### src/rtl/bcd_seq_mul.sv
// rtl/bcd_seq_mul.sv - iterative packed-BCD multiplier (BCD->bin, multiply, double dabble)
// Optional leading-zero blanking of product_bcd: define BCD_MUL_LEADING_BLANK_EN.
module bcd_seq_mul #(
  parameter int DIGITS = 2
) (
  input  logic                  clk,
  input  logic                  rst,
  input  logic                  start,
  input  logic [4*DIGITS-1:0]   a_bcd,
  input  logic [4*DIGITS-1:0]   b_bcd,
  output logic                  busy,
  output logic                  done,
  output logic                  err,
  output logic [8*DIGITS-1:0]   product_bcd
);

  function automatic int calc_aw(input int d);
    longint p;
    longint one;
    int     w;
    p   = 1;
    one = 1;
    w   = 0;
    for (int i = 0; i < d; i++) p = p * 10;
    while ((one << w) < p) w++;
    return w;
  endfunction

  localparam int AW = calc_aw(DIGITS);
  localparam int PW = 2 * AW;
  localparam int NB = 4 * DIGITS;
  localparam int BW = 8 * DIGITS;
  localparam int CW = 6;

  typedef enum logic [2:0] {S_IDLE, S_REJ, S_CONV, S_MUL, S_DAB} state_t;

  state_t          state, state_nx;
  logic [CW-1:0]   cnt;
  logic [NB-1:0]   a_sr, b_sr;
  logic [AW-1:0]   bin_a, bin_b;
  logic [BW-1:0]   bcd, bcd_nx, load_val;
  logic [BW-2:0]   bcd_adj;
  logic [PW-1:0]   bin, bin_nx, prod;
  logic            ops_ok, conv_last, dab_last;
  logic            done_nx, err_nx;

  always_comb begin
    ops_ok = 1'b1;
    for (int i = 0; i < DIGITS; i++) begin
      if (a_bcd[4*i +: 4] > 4'd9 || b_bcd[4*i +: 4] > 4'd9) ops_ok = 1'b0;
    end
  end

  // The top column only needs its low three bits: its carry would shift out
  // of a product that always fits in 2*DIGITS digits.
  always_comb begin
    logic [3:0] t;
    bcd_adj = '0;
    t       = '0;
    for (int i = 0; i < 2*DIGITS - 1; i++) begin
      t = (bcd[4*i +: 4] >= 4'd5) ? bcd[4*i +: 4] + 4'd3 : bcd[4*i +: 4];
      bcd_adj[4*i +: 4] = t;
    end
    t = (bcd[BW-1 -: 4] >= 4'd5) ? bcd[BW-1 -: 4] + 4'd3 : bcd[BW-1 -: 4];
    bcd_adj[BW-2 -: 3] = t[2:0];
  end

  assign bcd_nx    = {bcd_adj, bin[PW-1]};
  assign bin_nx    = {bin[PW-2:0], 1'b0};
  assign prod      = PW'(bin_a) * PW'(bin_b);
  assign conv_last = (cnt == CW'(DIGITS - 1));
  assign dab_last  = (cnt == CW'(PW - 1));

`ifdef BCD_MUL_LEADING_BLANK_EN
  function automatic logic [BW-1:0] blank_lead(input logic [BW-1:0] v);
    logic [BW-1:0] r;
    logic          lead;
    r    = v;
    lead = 1'b1;
    for (int i = 2*DIGITS - 1; i >= 1; i--) begin
      if (lead && v[4*i +: 4] == 4'd0) r[4*i +: 4] = 4'hF;
      else lead = 1'b0;
    end
    return r;
  endfunction
  assign load_val = blank_lead(bcd_nx);
`else
  assign load_val = bcd_nx;
`endif

  always_ff @(posedge clk or posedge rst) begin
    if (rst) begin
      state <= S_IDLE;
      done  <= 1'b0;
      err   <= 1'b0;
    end else begin
      state <= state_nx;
      done  <= done_nx;
      err   <= err_nx;
    end
  end

  always_comb begin
    state_nx = state;
    done_nx  = 1'b0;
    err_nx   = 1'b0;
    case (state)
      S_IDLE: if (start) begin
        if (ops_ok) begin
          state_nx = S_CONV;
        end else begin
          state_nx = S_REJ;
          done_nx  = 1'b1;
          err_nx   = 1'b1;
        end
      end
      S_REJ:  state_nx = S_IDLE;
      S_CONV: if (conv_last) state_nx = S_MUL;
      S_MUL:  state_nx = S_DAB;
      S_DAB:  if (dab_last) begin
        state_nx = S_IDLE;
        done_nx  = 1'b1;
      end
      default: state_nx = S_IDLE;
    endcase
  end

  assign busy = (state == S_CONV) || (state == S_MUL) || (state == S_DAB);

  always_ff @(posedge clk or posedge rst) begin
    if (rst) begin
      cnt         <= '0;
      a_sr        <= '0;
      b_sr        <= '0;
      bin_a       <= '0;
      bin_b       <= '0;
      bcd         <= '0;
      bin         <= '0;
      product_bcd <= '0;
    end else begin
      case (state)
        S_IDLE: begin
          cnt <= '0;
          if (start && ops_ok) begin
            a_sr  <= a_bcd;
            b_sr  <= b_bcd;
            bin_a <= '0;
            bin_b <= '0;
          end
        end
        S_CONV: begin
          bin_a <= bin_a * AW'(10) + AW'(a_sr[NB-1 -: 4]);
          bin_b <= bin_b * AW'(10) + AW'(b_sr[NB-1 -: 4]);
          a_sr  <= a_sr << 4;
          b_sr  <= b_sr << 4;
          cnt   <= conv_last ? '0 : cnt + CW'(1);
        end
        S_MUL: begin
          bcd <= '0;
          bin <= prod;
          cnt <= '0;
        end
        S_DAB: begin
          bcd <= bcd_nx;
          bin <= bin_nx;
          cnt <= cnt + CW'(1);
          if (dab_last) product_bcd <= load_val;
        end
        default: cnt <= '0;
      endcase
    end
  end

endmodule

### config.mk
export PLATFORM = sky130hd
export DESIGN_NAME = bcd_seq_mul
export DESIGN_NICKNAME = d
export VERILOG_FILES = /design/src/rtl/bcd_seq_mul.sv
export SDC_FILE = /design/constraint.sdc
export NUM_CORES = 1
export LEC_CHECK = 0
export CAP_MARGIN = 25
export CORE_UTILIZATION = 50
export DETAILED_ROUTE_END_ITERATION = 10
export GPL_TIMING_DRIVEN = 0
export HOLD_SLACK_MARGIN = 0.08
export PLACE_DENSITY = 0.72
export SYNTH_ARGS = -nofsm -noshare
export SYNTH_HDL_FRONTEND = slang
export SYNTH_SLANG_ARGS = --single-unit
### constraint.sdc
create_clock -name clk -period 8.2 [get_ports clk]
set_clock_uncertainty 0.1 [all_clocks]
set_input_delay 1.64 -clock clk [delete_from_list [all_inputs] [get_ports clk]]
set_output_delay 1.64 -clock clk [all_outputs]
set_load 0.01 [all_outputs]
Word-level counts from Yosys, hierarchy flattened. Index checks and enable logic that the tools add are counted.

Output and inout port bits: 19. Register bits: 87.

$lt $le $gt $ge: 8. Reduce and logical (&&, ||, !) cells: 11. Equality and inequality tests: 9. Add/subtract/negate cells: 7. Muxes and demuxes: 27. $mul: 3.

Operator list (number): $pmux 16 s2 (1); $pmux 8 s2 (2); $pmux 14 s2 (1); $pmux 7 s2 (2); $ge 4x3->1 const B (4); $gt 4x4->1 const B (4); $mux 8 (2); $add 7x4->7 (2); $mul 7x3->6 const B (2); $mul 7x7->14 (1); $add 4x2->4 const B (3); $mux 3 (4); $mux 4 (3); $pmux 3 s4 (1); $pmux 6 s2 (1); $ne 2x2->1 const B (4); $mux 7 (1); $add 6x1->6 const B (1); $eq 3x2->1 const B (2); $eq 6x1->1 const B (1); $eq 6x4->1 const B (1); $mux 1 (6); $mux 6 (1); $logic_or 1x1->1 (4); 9 further kinds (11).

Longest topological paths before layout.
Depth after elaboration: 7. Gate-level depth with buffers: 16. Gate-level depth less buffers: 15.

Worst setup path before layout. Ideal clock, no wire load.

Kind: reg2reg. Start point: register bin_a[3]. End point: register bin[12]. Clock period less this slack: 4.260 ns. Setup time: 0.134 ns. Stages on the path, launching flop included: 17. Setup slack: 3.940 ns. Arrival time: 4.026 ns. Buffers on the path: 1. Cells stage by stage: dfrtp_1 -> clkbuf_1 -> and2_1 -> fa_1 -> inv_1 -> fa_1 -> inv_1 -> fa_1 -> inv_1 -> fa_1 -> inv_1 -> ha_1 -> a211o_1 -> a31o_2 -> a31oi_1 -> xor2_1 -> o21ai_0.

Longest elaborated chain between the ends: 2.

RTL lines: from (decl) (line 40) `logic [AW-1:0] bin_a, bin_b;`; from (signal assigned) (line 152) `bin_a <= bin_a * AW'(10) + AW'(a_sr[NB-1 -: 4]);`; $mul 7x7->14 (line 70) `assign prod = PW'(bin_a) * PW'(bin_b);`; $pmux 14 s2 (line 141) `case (state)`; to (signal assigned) (line 160) `bin <= prod;`; to (signal assigned) (line 165) `bin <= bin_nx;`; to (decl) (line 43) `logic [PW-1:0] bin, bin_nx, prod;`.

No other way between the ends. A chain may end at the register's enable or synchronous reset.

Worst setup path after layout. Ends and elaborated chain as after synthesis.

==> reports/metrics.yaml <==
status: "finished, final reports clean"
worstPathArrival_ns: 4.63
synth.top_cells.by_count: "dfrtp_1, nand2_1, ha_1"
grt_max_degree: 63
fin_nets: 722
sw_frac_of_total_pct: 36.9
layout_min_cycle_time_ns: 4.52
rows: 39
drt_iter0_drc: 236
path_class: "reg2reg"
insertion_delay_ns: 0.34
clockPowerShare_pct: 25.6
drive_gt1_share_pct: 8.17
cp-start-kind: "flip-flop"
place_congestion: 0.817
synth.distinct_cells: 49
overflow: 0
synth-seq-cells: 87
peakVddDrop_mv: 0.244
cellLeakagePower_nw: 3.36
synth_edf_count: 0
grt_pass1_vias: 4451
syn_inst: 570
cts_buffer_depth: 2
area_growth_pct: 16.1
synth.area.top_cells: "dfrtp_1, ha_1, fa_1"
grt_setup_unrepaired: "false"
timing.fmax_mhz: 221
yosysMostFrequentCell: "dfrtp_1"
cts_sinks: 87
yosysTopAreaCellShare_pct: 37.0
maxSlewViolCount: 0
die_area_mm2: 0.0122
htree_levels: 3
vias: 4233
finalCritPeriodShare_pct: 55.2
port_buffers: 37
synth_top_flop_cell: "dfrtp_1"
dr.pass1.iters: 5
hp-start: "bin[2]"
hold_buffers: 0
rr_startpoint: "bin_a[3]"
ios: 38
die_width_um: 111
end_kind: "flip-flop"
drc: 0
power_density_mw_per_mm2: 288
cts_root_buffer: "clkbuf_16"
cap_viol_max_count: 0
whs_path_depth: 2
num-fill-cells: 959
holdPathEnd: "bin[2]"
start_util_pct: 51.3
syn_area_mm2: 0.00589
avgSynthCellArea_um2: 10.3
detail_route.vias_per_cell: 5.52
power.switching_uw: 727
r2r_end: "bin[12]"
r2r_cells: 16
hold_viol: 0
fin_setup_tns_ns: 0
worst_pin_slew_ns: 0.544
setup_viol: 0
async_reset_ff_share_pct: 100
syn_nets: 673
routedWlPerCell_um: 15.3
coreArea_mm2: 0.0115
grt_pass1_wl_um: 20500
seq_power_share_pct: 32.5
antenna_found_initial: 0
diodes: 0
cts_tree: "done"
r2r_slack_ns: 3.68
die_h_um: 111
cts_setup_buffers: 0
cp.required_ns: 8.31
clk_pin_slew_ns: 0.06
ant_nets: 0
comb_power_share_pct: 41.8
synth-seq-area-share_pct: 37.0
yosysWarnings: 0
grt_usage_pct: 20.6
wirelength_um: 11800
ctsResizeCount: 0
hold_class: "reg2reg"
intPower_mw: 1.24
synth_top_area_cell: "dfrtp_1"
dp.final_hpwl_um: 8790
cts_buffers: 9
worstPathMaxFanout: 9
relSlewSlack_pct: 63.7
post-route-util_pct: 59.6
==> layout make-up <==
class                           count  area, um2  share of cell area, %
Tap cell                          143        179                   2.62
Sequential cell                    87       2180                   31.8
Inverter                           37        141                   2.07
Clock buffer                       11        243                   3.55
Timing Repair Buffer               38        398                   5.82
Clock inverter                      5        129                   1.88
Multi-Input combinational cell    425       3450                   50.5
Buffer                             21        119                   1.74
==> placed cells by master, fill, tap and decap left out, types with 4 or more instances in the layout <==
| cell | Yosys | layout |
|---|---|---|
| nor2_1 | 21 | 21 |
| nand2_1 | 63 | 63 |
| a21oi_1 | 24 | 24 |
| dfrtp_1 | 87 | 87 |
| and2_1 | 40 | 40 |
| xnor2_1 | 20 | 20 |
| clkbuf_1 | 9 | 10 |
| clkdlybuf4s50_1 | 0 | 37 |
| clkbuf_16 | 0 | 9 |
| xor2_1 | 11 | 11 |
| mux2_4 | 5 | 5 |
| o21ai_0 | 37 | 37 |
| mux2i_1 | 13 | 13 |
| fa_1 | 28 | 28 |
| nor3b_1 | 9 | 9 |
| nand3_1 | 8 | 8 |
| buf_2 | 8 | 8 |
| a21o_1 | 6 | 6 |
| nand2b_1 | 4 | 4 |
| a22oi_1 | 11 | 11 |
| mux2_2 | 10 | 10 |
| nor3_1 | 5 | 5 |
| inv_1 | 37 | 36 |
| a22o_1 | 23 | 23 |
| ha_1 | 56 | 56 |
| bufinv_16 | 0 | 4 |
==> logic make-up after synthesis <==
family	share of synthesized area, %
AND/OR/NAND/NOR	14.1
adder cells (fa/ha/maj)	21.4
buffers and inverters	4.38
flip-flops	37.0
XOR/XNOR	4.61
multiplexers	5.40
AO/OA/AOI/OAI	13.1
==> state kept, by name, indices dropped and copies added, names as in the netlist <==
register / flops
b_sr: 8
bin_b: 7
a_sr: 8
err: 1
state: 3
product_bcd: 16
bin: 14
bin_a: 7
done: 1
bcd: 16
cnt: 6
==> metal layers <==
metal  wire (um)  vias up  track usage, %
li1            -     2061               -
met1        5310     2093            25.2
met2        5950       64            36.4
met3         344       15            4.01
met4         154        0            6.22
met5           0        -               0
==> power groups by stage <==
stage	clock (mW)	sequential (mW)	combinational, mW
final	0.505	0.641	0.824
after global routing	0.529	0.655	0.939
after CTS	0.510	0.641	0.832
after detailed placement	0	0.647	0.823
after global placement	0	0.642	0.789
after floorplan	0	0.608	0.645
==> worst max-delay path, stage by stage (launching register included) <==
cell and delay [ns]:
dfrtp_1 0.38, clkbuf_1 0.23, and2_1 0.23, fa_1 0.53
inv_1 0.05, fa_1 0.47, inv_1 0.05, fa_1 0.53
inv_1 0.05, fa_1 0.47, inv_1 0.04, ha_1 0.35
a211o_1 0.28, a31o_2 0.25, a31oi_1 0.16, xor2_1 0.15
o21ai_0 0.08
==> stage by stage <==
| stage | area [um2] | setup WS [ns] | power (mW) | cells | hold slack, ns |
|---|---|---|---|---|---|
| floorplan | 5890 | 3.94 | 1.25 | 570 | 0.346 |
| global placement | 6440 | 2.87 | 1.43 | 750 | 0.360 |
| detailed placement | 6470 | 3.64 | 1.47 | 751 | 0.364 |
| CTS | 6840 | 3.65 | 1.98 | 767 | 0.381 |
| global route | 6840 | 3.40 | 2.12 | 767 | 0.407 |
| finish | 6840 | 3.68 | 1.97 | 767 | 0.380 |
==> worst max-delay path by stage <==
stage	to	start	depth (start not counted)	slack (ns)
finish	bin[12]	bin_a[3]	16	3.68
global route	bin[12]	bin_a[3]	16	3.40
CTS	bin[12]	bin_a[3]	16	3.65
detailed placement	bin[12]	bin_a[3]	16	3.64
global placement	product_bcd[2]	rst	2	2.87
floorplan	bin[12]	bin_a[3]	16	3.94
Note: power is estimated with default switching activity, not from simulation.
